[src/rtl/monkey_pkg.sv]
// Shared definitions for the monkey collision detector.
//   EDGE_* : bit positions inside an edge code
//   edge_code_t : one bit per sprite edge touched
//   coll_state_t : detector sequencing state
package monkey_pkg;

  localparam int EDGE_BOTTOM = 0;
  localparam int EDGE_RIGHT  = 1;
  localparam int EDGE_TOP    = 2;
  localparam int EDGE_LEFT   = 3;

  typedef logic [3:0] edge_code_t;

  typedef enum logic {
    WAIT_FIRST = 1'b0,
    RUN        = 1'b1
  } coll_state_t;

endpackage

[src/rtl/monkey_edge_classify.sv]
// Combinational edge classifier for one monkey sprite pixel.
//   offsetX, offsetY : pixel position inside the sprite (unsigned)
//   edge_code        : edge bands the pixel lies in (corner pixels set two bits)
// Out-of-range offsets fall into the right/bottom bands by plain comparison.
module monkey_edge_classify
  import monkey_pkg::*;
#(
  parameter int OBJECT_WIDTH  = 32,
  parameter int OBJECT_HEIGHT = 32,
  parameter int EDGE_MARGIN   = 4
) (
  input  logic [10:0] offsetX,
  input  logic [10:0] offsetY,
  output edge_code_t  edge_code
);

  localparam logic [10:0] MARGIN       = 11'(EDGE_MARGIN);
  localparam logic [10:0] RIGHT_START  = 11'(OBJECT_WIDTH - EDGE_MARGIN);
  localparam logic [10:0] BOTTOM_START = 11'(OBJECT_HEIGHT - EDGE_MARGIN);

  always_comb begin
    edge_code              = '0;
    edge_code[EDGE_LEFT]   = (offsetX <  MARGIN);
    edge_code[EDGE_RIGHT]  = (offsetX >= RIGHT_START);
    edge_code[EDGE_TOP]    = (offsetY <  MARGIN);
    edge_code[EDGE_BOTTOM] = (offsetY >= BOTTOM_START);
  end

endmodule

[src/rtl/monkey_collision_detector.sv]
// Per-frame monkey collision detector.
// Accumulates rope/ground overlaps and touched sprite edges over a frame and
// publishes them at the next startOfFrame, holding them for the whole frame.
//   clk, resetN            : clock, async active-low reset
//   startOfFrame           : one-cycle frame start pulse
//   monkey_DR, offsetX/Y   : monkey sprite draw flag and in-sprite position
//   rope_DR, ground_DR     : rope / ground draw flags
//   collision_with_rope    : rope overlap in previous frame
//   collision_with_ground  : ground overlap in previous frame or within hold
//   HitEdgeCode            : edges touched in previous frame
//
// state      | meaning
// WAIT_FIRST | after reset, partial frame discarded, outputs held at zero
// RUN        | accumulate during frame, publish on every startOfFrame
module monkey_collision_detector
  import monkey_pkg::*;
#(
  parameter int OBJECT_WIDTH       = 32,
  parameter int OBJECT_HEIGHT      = 32,
  parameter int EDGE_MARGIN        = 4,
  parameter int GROUND_HOLD_FRAMES = 2
) (
  input  logic        clk,
  input  logic        resetN,
  input  logic        startOfFrame,
  input  logic        monkey_DR,
  input  logic [10:0] offsetX,
  input  logic [10:0] offsetY,
  input  logic        rope_DR,
  input  logic        ground_DR,
  output logic        collision_with_rope,
  output logic        collision_with_ground,
  output logic [3:0]  HitEdgeCode
);

  localparam int HOLD_W = (GROUND_HOLD_FRAMES > 0) ? $clog2(GROUND_HOLD_FRAMES + 1) : 1;
  localparam logic [HOLD_W-1:0] HOLD_LOAD = HOLD_W'(GROUND_HOLD_FRAMES);

  coll_state_t       state_q, state_d;
  logic              acc_rope_q, acc_rope_d;
  logic              acc_ground_q, acc_ground_d;
  edge_code_t        acc_edge_q, acc_edge_d;
  logic              rope_q, rope_d;
  logic              ground_q, ground_d;
  edge_code_t        edge_q, edge_d;
  logic [HOLD_W-1:0] hold_q, hold_d;

  edge_code_t pix_edge;
  edge_code_t hit_edge;
  logic       hit_rope, hit_ground;

  monkey_edge_classify #(
    .OBJECT_WIDTH (OBJECT_WIDTH),
    .OBJECT_HEIGHT(OBJECT_HEIGHT),
    .EDGE_MARGIN  (EDGE_MARGIN)
  ) u_classify (
    .offsetX  (offsetX),
    .offsetY  (offsetY),
    .edge_code(pix_edge)
  );

  // Current-cycle contribution; offsets are only meaningful on a hit pixel.
  assign hit_rope   = monkey_DR & rope_DR;
  assign hit_ground = monkey_DR & ground_DR;
  assign hit_edge   = (hit_rope | hit_ground) ? pix_edge : '0;

  always_ff @(posedge clk or negedge resetN) begin
    if (!resetN) begin
      state_q      <= WAIT_FIRST;
      acc_rope_q   <= 1'b0;
      acc_ground_q <= 1'b0;
      acc_edge_q   <= '0;
      rope_q       <= 1'b0;
      ground_q     <= 1'b0;
      edge_q       <= '0;
      hold_q       <= '0;
    end else begin
      state_q      <= state_d;
      acc_rope_q   <= acc_rope_d;
      acc_ground_q <= acc_ground_d;
      acc_edge_q   <= acc_edge_d;
      rope_q       <= rope_d;
      ground_q     <= ground_d;
      edge_q       <= edge_d;
      hold_q       <= hold_d;
    end
  end

  always_comb begin
    state_d      = state_q;
    acc_rope_d   = acc_rope_q;
    acc_ground_d = acc_ground_q;
    acc_edge_d   = acc_edge_q;
    rope_d       = rope_q;
    ground_d     = ground_q;
    edge_d       = edge_q;
    hold_d       = hold_q;

    case (state_q)
      WAIT_FIRST: begin
        acc_rope_d   = 1'b0;
        acc_ground_d = 1'b0;
        acc_edge_d   = '0;
        if (startOfFrame) begin
          // First pulse starts the first real frame but has nothing to report.
          state_d      = RUN;
          acc_rope_d   = hit_rope;
          acc_ground_d = hit_ground;
          acc_edge_d   = hit_edge;
          rope_d       = 1'b0;
          ground_d     = 1'b0;
          edge_d       = '0;
          hold_d       = '0;
        end
      end
      RUN: begin
        if (startOfFrame) begin
          rope_d = acc_rope_q;
          edge_d = acc_edge_q;
          if (acc_ground_q) begin
            ground_d = 1'b1;
            hold_d   = HOLD_LOAD;
          end else if (hold_q != '0) begin
            ground_d = 1'b1;
            hold_d   = hold_q - HOLD_W'(1);
          end else begin
            ground_d = 1'b0;
          end
          // A hit coincident with the pulse belongs to the new frame.
          acc_rope_d   = hit_rope;
          acc_ground_d = hit_ground;
          acc_edge_d   = hit_edge;
        end else begin
          acc_rope_d   = acc_rope_q | hit_rope;
          acc_ground_d = acc_ground_q | hit_ground;
          acc_edge_d   = acc_edge_q | hit_edge;
        end
      end
      default: state_d = WAIT_FIRST;
    endcase
  end

  assign collision_with_rope   = rope_q;
  assign collision_with_ground = ground_q;
  assign HitEdgeCode           = edge_q;

endmodule

[config.mk]
export PLATFORM = sky130hd
export DESIGN_NAME = monkey_collision_detector
export DESIGN_NICKNAME = d
export VERILOG_FILES = /design/src/rtl/monkey_pkg.sv /design/src/rtl/monkey_edge_classify.sv /design/src/rtl/monkey_collision_detector.sv
export SDC_FILE = /design/constraint.sdc
export NUM_CORES = 1
export LEC_CHECK = 0
export ABC_AREA = 0
export CAP_MARGIN = 15
export CORE_MARGIN = 2
export CORE_UTILIZATION = 34
export DETAILED_ROUTE_END_ITERATION = 6
export PLACE_DENSITY_LB_ADDON = 0.12
export SLEW_MARGIN = 5
export SYNTH_ARGS = -nofsm -noshare
export SYNTH_HDL_FRONTEND = slang
export SYNTH_SLANG_ARGS = --single-unit
[constraint.sdc]
create_clock -name clk -period 1.2 [get_ports clk]
set_input_delay 0.36 -clock clk [delete_from_list [all_inputs] [get_ports clk]]
set_output_delay 0.36 -clock clk [all_outputs]
set_load 0.03 [all_outputs]
==> results of run 1 <==
kinds of logic (layout without fill, tap and decap cells):
group	count (synthesis)	count (layout)
fa+ha+maj	1	1
flops	15	15
simple gates	21	21
buf+inv	11	60
compound gates	20	20
power by group:
part / internal [W] / total [W] / switching (W)
combinational: 0.000290 / 0.000506 / 0.000215
clock: 0.000129 / 0.000283 / 0.000154
sequential: 0.000567 / 0.000605 / 0.0000382
through the flow:
| stage | instance area (um2) | setup slack, ns |
|---|---|---|
| after floorplan | 676 | 0.0497 |
| after global placement | 1040 | -0.350 |
| after detailed placement | 1040 | -0.404 |
| after CTS | 1110 | 0.00188 |
| after global routing | 1210 | -0.0319 |
| final | 1210 | 0.0167 |
synth_stat cells:
master	count	area [um2]
nand3_1	3	15.0
nand4b_1	2	17.5
nand2_2	1	6.26
nor2_1	5	18.8
a31o_2	2	17.5
o2bb2ai_1	5	43.8
dfrtp_1	15	375
a21oi_1	5	25.0
a22oi_1	2	15.0
nor3_1	2	10.0
or4_1	1	7.51
ha_1	1	12.5
o31ai_1	1	7.51
o21ai_0	4	20.0
a21boi_0	1	7.51
nand2_1	4	15.0
inv_1	10	37.5
buf_2	1	5.00
nor2b_1	1	6.26
nor4_1	2	12.5
timing repair:
action	CTS	global route
endpoints found under the setup margin	10	12
resized for setup	6	15
hold buffers	0	0
setup buffers	4	5
pin swaps	0	8
area by class of cell:
cell class                      count  area, um2
Clock buffer                        4       26.3
Multi-Input combinational cell     42        304
Fill cell                         163        716
Inverter                           10       37.5
Tap cell                           27       33.8
Timing Repair Buffer               46        429
Sequential cell                    15        375
layer usage:
| metal | part of all wire, % | wire length [um] | vias to the layer above | track usage, % |
|---|---|---|---|---|
| met2 | 51 | 825 | 28 | 24.1 |
| met1 | 42 | 681 | 324 | 17.5 |
| met3 | 6.3 | 103 | 2 | 2.47 |
| met4 | 1.0 | 17 | 0 | 8.57 |
| met5 | 0 | 0 | - | 0 |
| li1 | - | - | 339 | - |
cells in the final DEF, fill, tap and decap left out, drive strengths merged:
cell type	count
nor3	2
clkdlybuf4s50	20
dfrtp	15
o21ai	4
o31ai	1
nor2	5
nand2	5
buf	23
nor4	2
a21oi	5
a31o	2
inv	10
dlygate4sd2	1
dlymetal6s2s	2
nor2b	1
ha	1
o2bb2ai	5
nand3	3
or4	1
a21boi	1
nand4b	2
clkbuf	4
a22oi	2
worst paths after layout:
path / startpoint / end / slack (ns)
max in group asynchronous: resetN / hold_q[1] / 0.63
setup / recovery: rope_DR / acc_edge_q[2] / 0.02
hold / removal: resetN / HitEdgeCode[3] / 0.39
min in group clk: offsetX[7] / acc_edge_q[3] / 0.40
hold reg to reg: HitEdgeCode[0] / HitEdgeCode[0] / 0.51
setup reg to reg: state_q / hold_q[0] / 0.06
worst reg2reg max path: stages (launching register included):
cell	delay [ns]
dfrtp_1	0.45
nand2_2	0.09
or4_1	0.46
o21ai_1	0.08
flip-flops by register name, summed over array words and instances (netlist names):
register and cells:
collision_with_ground 1, hold_q 2, acc_edge_q 4, collision_with_rope 1, acc_rope_q 1, HitEdgeCode 4, acc_ground_q 1, state_q 1
==> flow_summary_export.csv, run 1 <==
group,metric,value,unit
power_and_ir_drop,p_per_area,1160,mW/mm2
cells_and_area,nets,147,
clocking,root_buffer,"clkbuf_4",
cells_and_area,fin_util,62.8,%
clocking,cts_sinks,15,
placed_design,port_buffers,29,
logic_synthesis,netlist_instances,68,
logic_synthesis,syn-cell-area,676,um2
global_route,grt_pass1_vias,656,
clocking,clk_path_buf_depth,2,
placed_design,dp_hpwl,1170,um
floorplan,initial_core_util,35.2,%
clocking,h-tree-depth,1,
setup_path,slowest_stage,"clkdlybuf4s50_1",
setup_path,path_buf_inv,1,
setup_path,crit_family,"buffers and inverters",
floorplan,die_y,48.6,um
cells_and_area,drive_above_1_share,29.9,%
cells_and_area,final_cells,144,
global_route,grt_usage,14.4,%
clocking,clk_pin_slew,0.09,ns
setup_path,worstPathMaxFanout,4,
detailed_routing,routed_wl,1630,um
global_route,grt_max_degree,16,
setup_path,ff2ff_path_depth,3,
detailed_routing,vias,693,
sta,finalHoldViolCount,0,
sta,tightestPinTransition,0.332,ns
global_route,grt_remaining_overflow,0,
setup_path,crit_arrival,1.35,ns
global_route,antenna_found_initial,0,
logic_synthesis,muxShareOfSynthArea,0,%
power_and_ir_drop,total_power,0.00139,W
detailed_routing,drt_iter0_drc,11,
setup_path,crit_chain,"clkdlybuf4s50_1, o21ai_1, nand4b_1, a21oi_1",
cells_and_area,antennaDiodeCount,0,
sta,setup-tns-final,0,ns
placed_design,gp_congestion,0.699,
setup_path,required,1.37,ns
floorplan,rows,16,
placed_design,dp.cells,131,
sta,fmax,845,MHz
global_route,grt_pass1_wl,2650,um
sta,fin_crit,1.18,ns
sta,rsz0062_at_grt,"true",
logic_synthesis,synth_adder_area_share,1.85,%
logic_synthesis,ys_types,20,
logic_synthesis,avgSynthCellArea,9.94,um2
logic_synthesis,synth_xor_area_share,0,%
setup_path,worstSetupEndpointType,"flop",
detailed_routing,drc_errors,0,
power_and_ir_drop,ir_worst_vdd,0.000559,V
floorplan,pin_count,34,
flow_run,maxCapViolations,0,
sta,holdWs,0.393,ns
detailed_routing,antenna_left,0,
setup_path,cp.depth,4,
detailed_routing,wl_per_cell,11.3,um
detailed_routing,drt_pass1_iterations,4,
clocking,clk_latency,0.27,ns
logic_synthesis,synth-seq-area-share,55.6,%
sta,finalCritPeriodShare,98.6,%
cells_and_area,area_growth,78.5,%
power_and_ir_drop,power_leakage,0.553,nW
sta,drv_slew,0,
clocking,cts_tree,"built",
sta,relSlewSlack,77.7,%
sta,clock_skew,0.00101,ns
logic_synthesis,synth_nets,97,
logic_synthesis,synth-seq-cells,15,
logic_synthesis,synth-simple-area-share,16.1,%
logic_synthesis,synth_warnings,0,
outcome,status,"completed",
logic_synthesis,synth_top_family_by_area,"compound AO/OA/AOI/OAI gates",
logic_synthesis,synth-compound-area-share,20.2,%
floorplan,die_area,0.00236,mm2
setup_path,slowest_delay,0.44,ns
clocking,numCtsBuffers,3,
hold_path,hp-class,"input pin to asynchronous set/reset pin",
floorplan,core_area,0.00192,mm2
detailed_routing,vias_per_cell,4.81,
setup_path,crit_type,"input pin to flop",
sta,setup_viol,0,
setup_path,start_kind,"input pin",
floorplan,die_width,48.6,um
No activity file was read; power rests on OpenSTA's default activity.
==> inputs of run 2 (changes only) <==
==> constraint.sdc (replaced) <==
create_clock -name clk -period 1.01 [get_ports clk]
set_input_delay 0.303 -clock clk [delete_from_list [all_inputs] [get_ports clk]]
set_output_delay 0.303 -clock clk [all_outputs]
set_load 0.03 [all_outputs]
==> run 2 against run 1 <==
The run now ends with negative setup slack left. Global-route usage rose by 1.4 points. Cell count did not move. Core utilization rose by 2.0 points. Register-to-register slack got worse by 0.18 ns. Worst hold slack got worse by 0.043 ns. Critical path depth did not move. Via count fell by 0.14%. Clock power rose by 17%. Setup slack got worse by 0.14 ns. Sequential share of layout area fell by 0.97 points. Die area did not move. Total power rose by 17%.
==> flow_summary_export.csv, run 2 (synthesized netlist as in run 1, its figures left out) <==
group,metric,value,unit
power_and_ir_drop,total_power,0.00164,W
cells_and_area,antennaDiodeCount,0,
detailed_routing,vias_per_cell,4.81,
sta,holdWs,0.350,ns
setup_path,slowest_stage,"or4_1",
power_and_ir_drop,power_leakage,0.608,nW
clocking,root_buffer,"clkbuf_4",
floorplan,die_width,48.6,um
setup_path,crit_arrival,1.34,ns
power_and_ir_drop,ir_worst_vdd,0.000553,V
placed_design,dpl_cell_area,0.00110,mm2
clocking,numCtsBuffers,3,
setup_path,crit_chain,"inv_2, ha_4, or4_1, o21ai_1",
detailed_routing,drt_iter0_drc,9,
cells_and_area,fin_area,0.00124,mm2
sta,fmax,886,MHz
global_route,antenna_found_initial,0,
sta,finalHoldViolCount,0,
placed_design,dp.cells,135,
detailed_routing,routed_wl,1670,um
cells_and_area,final_cells,144,
sta,rsz0062_at_grt,"true",
setup_path,required,1.22,ns
setup_path,worstSetupEndpointType,"flop",
setup_path,reg2reg_to,"hold_q[0]",
detailed_routing,drt_pass1_iterations,2,
floorplan,rows,16,
cells_and_area,multiInputGateArea,329,um2
clocking,clk_latency,0.27,ns
cells_and_area,area_growth,84.3,%
sta,clock_skew,0.0101,ns
cells_and_area,regArea,375,um2
cells_and_area,drive_above_1_share,35.9,%
power_and_ir_drop,p_per_area,1310,mW/mm2
floorplan,initial_core_util,35.2,%
setup_path,crit_type,"flop to flop",
sta,setup_viol,9,
global_route,grt_max_degree,16,
placed_design,post-place-ws,-0.513,ns
floorplan,die_y,48.6,um
placed_design,gp_congestion,0.793,
cells_and_area,layout_common_cells,"dfrtp_1 (15), buf_4 (15), dlygate4sd2_1 (11)",
floorplan,pin_count,34,
sta,tightestPinTransition,0.259,ns
placed_design,dp_hpwl,1300,um
global_route,grt_pass1_wl,2940,um
detailed_routing,vias,692,
floorplan,die_area,0.00236,mm2
sta,fin_crit,1.13,ns
floorplan,core_area,0.00192,mm2
setup_path,ff2ff_path_depth,4,
global_route,grt_pass1_vias,708,
placed_design,port_buffers,29,
setup_path,worstPathMaxFanout,3,
clocking,cts_tree,"built",
cells_and_area,fillerInstances,172,
sta,finalCritPeriodShare,112,%
hold_path,hp-class,"input pin to asynchronous set/reset pin",
setup_path,start_kind,"flop",
sta,timing.final.ws_setup,-0.118,ns
clocking,clk_pin_slew,0.09,ns
setup_path,slowest_delay,0.39,ns
global_route,grt_usage,15.8,%
detailed_routing,wl_per_cell,11.6,um
detailed_routing,antenna_left,0,
outcome,violations,"negative setup slack",
sta,drv_slew,0,
sta,relSlewSlack,82.6,%
clocking,h-tree-depth,1,
clocking,cts_sinks,15,
clocking,clk_path_buf_depth,2,
setup_path,r2r_slack,-0.12,ns
global_route,grt_remaining_overflow,0,
detailed_routing,drc_errors,0,
outcome,status,"complete, but fails checks",
setup_path,reg2reg_from,"hold_q[0]",
flow_run,maxCapViolations,0,
cells_and_area,nets,147,
run 2: layout make-up:
class,count,share of cell area [%]
Tap cell,27,2.71
Clock buffer,4,2.11
Timing Repair Buffer,46,35.6
Inverter,10,3.02
Sequential cell,15,30.2
Multi-Input combinational cell,42,26.4
run 2: critical path, delay by kind of cell, from the launching register on:
kind / cells / cell delay [ns]
DFF: 1 / 0.37
buffers and inverters: 1 / 0.06
AOI/OAI and AO/OA: 1 / 0.08
adders and majority gates: 1 / 0.16
and+or+nand+nor: 1 / 0.39
run 2: timing repair:
action                                 in CTS  in global routing
buffers inserted                            4                  1
pin swaps                                  12                  6
setup endpoints to repair                  20                 15
gates resized for setup                    22                 17
endpoints found under the hold margin       0                  0
hold buffers                                0                  0
run 2: where the power goes:
part / internal (W) / switching, W
registers: 0.000673 / 0.0000416
clock network: 0.000153 / 0.000177
logic: 0.000327 / 0.000265
total: 0.00115 / 0.000484
run 2: stage by stage:
stage               util [%]  setup TNS [ns]
CTS                     61.3          -0.964
global route            64.8           -1.27
floorplan                  -          -0.156
finish                  64.8          -0.853
detailed placement      57.1           -6.11
global placement        57.1           -5.92
run 2: worst max-delay path by stage:
stage                    start             to  slack (ns)
detailed placement     rope_DR  acc_edge_q[2]       -0.51
global placement    offsetY[8]  acc_edge_q[0]       -0.49
floorplan            hold_q[0]      hold_q[0]       -0.10
global route         hold_q[0]      hold_q[1]       -0.19
finish               hold_q[0]      hold_q[0]       -0.12
CTS                  hold_q[0]      hold_q[1]       -0.12
run 2: layer usage:
metal  routed length, um  track usage (%)
met3                 111             2.47
met4                  17             7.14
met5                   0                0
met2                 814             27.8
met1                 727             19.2
==> inputs of run 3 (changes only) <==
--- a/config.mk
+++ b/config.mk
@@ -7,8 +7,10 @@
 export LEC_CHECK = 0
 export ABC_AREA = 0
 export CAP_MARGIN = 15
+export CELL_PAD_IN_SITES_DETAIL_PLACEMENT = 1
+export CELL_PAD_IN_SITES_GLOBAL_PLACEMENT = 1
 export CORE_MARGIN = 2
-export CORE_UTILIZATION = 34
+export CORE_UTILIZATION = 25
 export DETAILED_ROUTE_END_ITERATION = 6
 export PLACE_DENSITY_LB_ADDON = 0.12
 export SLEW_MARGIN = 5
==> run 3 against run 2 <==
Total power up 10%. Largest power group is now combinational logic. Critical path depth unchanged. Via count up 0.14%. Routed wire length up 20%. Critical endpoint unchanged. First-iteration DRC count unchanged. Clock power up 1%. Clock skew down 0.0034 ns. Cell count up 3.5%. Count of clock-buffer cells in the layout unchanged. The flow still finishes with violations (negative setup slack). Combinational power up 27%. Setup slack worse by 0.058 ns.
==> flow_summary_export.csv, run 3 (synthesized netlist as in run 1, its figures left out) <==
group,metric,value,unit
sta,drv_slew,0,
hold_path,hp-class,"input pin to flop",
flow_run,maxCapViolations,0,
detailed_routing,drt_iter0_drc,9,
cells_and_area,nets,149,
sta,timing.final.ws_setup,-0.177,ns
placed_design,dp_hpwl,1530,um
detailed_routing,vias_per_cell,4.65,
setup_path,reg2reg_from,"hold_q[0]",
detailed_routing,vias,693,
sta,fin_crit,1.19,ns
global_route,grt_max_degree,16,
detailed_routing,drc_errors,0,
global_route,grt_pass1_vias,733,
power_and_ir_drop,power_leakage,0.618,nW
detailed_routing,routed_wl,2000,um
detailed_routing,wl_per_cell,13.4,um
sta,setup-tns-final,-1.08,ns
sta,fmax,843,MHz
floorplan,die_width,56.0,um
cells_and_area,final_common_cell,"buf_4",
global_route,use_met2,21.5,%
placed_design,port_buffers,29,
global_route,grt.busiest_layer,"met2",
floorplan,die_y,56.0,um
global_route,antenna_found_initial,0,
clocking,clk_latency,0.28,ns
power_and_ir_drop,p_per_area,1400,mW/mm2
clocking,h-tree-depth,1,
setup_path,worstSetupEndpointType,"flop",
power_and_ir_drop,ir_worst_vdd,0.000788,V
sta,clock_skew,0.00674,ns
clocking,numCtsBuffers,3,
floorplan,die_area,0.00313,mm2
global_route,met1_usage,15.9,%
cells_and_area,area_growth,90.9,%
sta,rsz0062_at_grt,"true",
setup_path,required,1.22,ns
detailed_routing,antenna_left,0,
outcome,violations,"negative setup slack",
clocking,cts_sinks,15,
setup_path,crit_type,"flop to flop",
power_and_ir_drop,total_power,0.00181,W
sta,finalCritPeriodShare,117,%
clocking,clk_pin_slew,0.09,ns
sta,finalHoldViolCount,0,
global_route,grt_pass1_wl,3160,um
placed_design,gp_congestion,0.640,
clocking,cts.hold.buffers_added,0,
cells_and_area,layout_common_cells,"buf_4 (17), dfrtp_1 (15), dlygate4sd2_1 (12)",
setup_path,worstPathMaxFanout,3,
setup_path,start_kind,"flop",
clocking,root_buffer,"clkbuf_4",
clocking,clk_path_buf_depth,2,
sta,tightestPinTransition,0.270,ns
clocking,cts_tree,"built",
setup_path,startpoint,"hold_q[0]",
outcome,status,"complete, but fails checks",
setup_path,crit_arrival,1.39,ns
global_route,met3_usage,2.56,%
floorplan,rows,18,
detailed_routing,drt_pass1_iterations,4,
sta,setup_viol,9,
global_route,grt_remaining_overflow,0,
sta,relSlewSlack,81.9,%
floorplan,pin_count,34,
floorplan,core_area,0.00252,mm2
hold_path,hp-start,"offsetX[5]",
global_route,grt_usage,12.9,%
hold_path,holdPathStages,4,
cells_and_area,antennaDiodeCount,0,
cells_and_area,drive_above_1_share,38.7,%
floorplan,initial_core_util,26.8,%
setup_path,ff2ff_path_depth,4,
run 3: timing repair:
item                                    CTS  global route
hold endpoints to repair                  0             0
pin swaps                                10             9
endpoints found under the setup margin   20            12
cloned                                    0             0
buffers inserted                          5             1
resized for setup                        27            15
run 3: area by class of cell:
| type | instances | area (um2) |
|---|---|---|
| Fill cell | 300 | 1230 |
| Timing Repair Buffer | 48 | 454 |
| Sequential cell | 15 | 375 |
| Multi-Input combinational cell | 42 | 359 |
| Inverter | 10 | 37.5 |
| Tap cell | 30 | 37.5 |
| Clock buffer | 4 | 26.3 |
run 3: routing by layer:
layer | vias to the layer above | part of all wire (%)
li1 | 343 | -
met1 | 322 | 42
met4 | 0 | 0.95
met3 | 2 | 4.7
met5 | - | 0
met2 | 26 | 52
run 3: through the flow:
step | util, % | cell area [um2] | setup slack [ns] | hold slack (ns) | instances
global route | 51.1 | 1290 | -0.227 | 0.351 | 149
global placement | 43.9 | 1110 | -0.510 | 0.474 | 139
detailed placement | 43.9 | 1110 | -0.596 | 0.482 | 139
CTS | 48.2 | 1210 | -0.165 | 0.340 | 148
floorplan | - | 691 | -0.104 | 0.00741 | 68
finish | 51.1 | 1290 | -0.177 | 0.348 | 149
run 3: path summary, 6_finish.rpt:
| path | endpoint | slack (ns) |
|---|---|---|
| worst max register to register | hold_q[0] | -0.18 |
| min in group asynchronous | collision_with_ground | 0.36 |
| worst max-delay path | hold_q[0] | -0.18 |
| worst min register to register | HitEdgeCode[3] | 0.52 |
| worst min-delay path | acc_edge_q[3] | 0.35 |
| max in group asynchronous | hold_q[1] | 0.53 |
run 3: power breakdown:
group / internal (W) / switching (W)
registers: 0.000673 / 0.0000501
logic: 0.000421 / 0.000329
clock network: 0.000153 / 0.000181
run 3: critical path, cell delays in order (launching register included):
cell	delay, ns
dfrtp_1	0.39
inv_2	0.06
ha_4	0.16
or4_4	0.41
o21ai_2	0.08
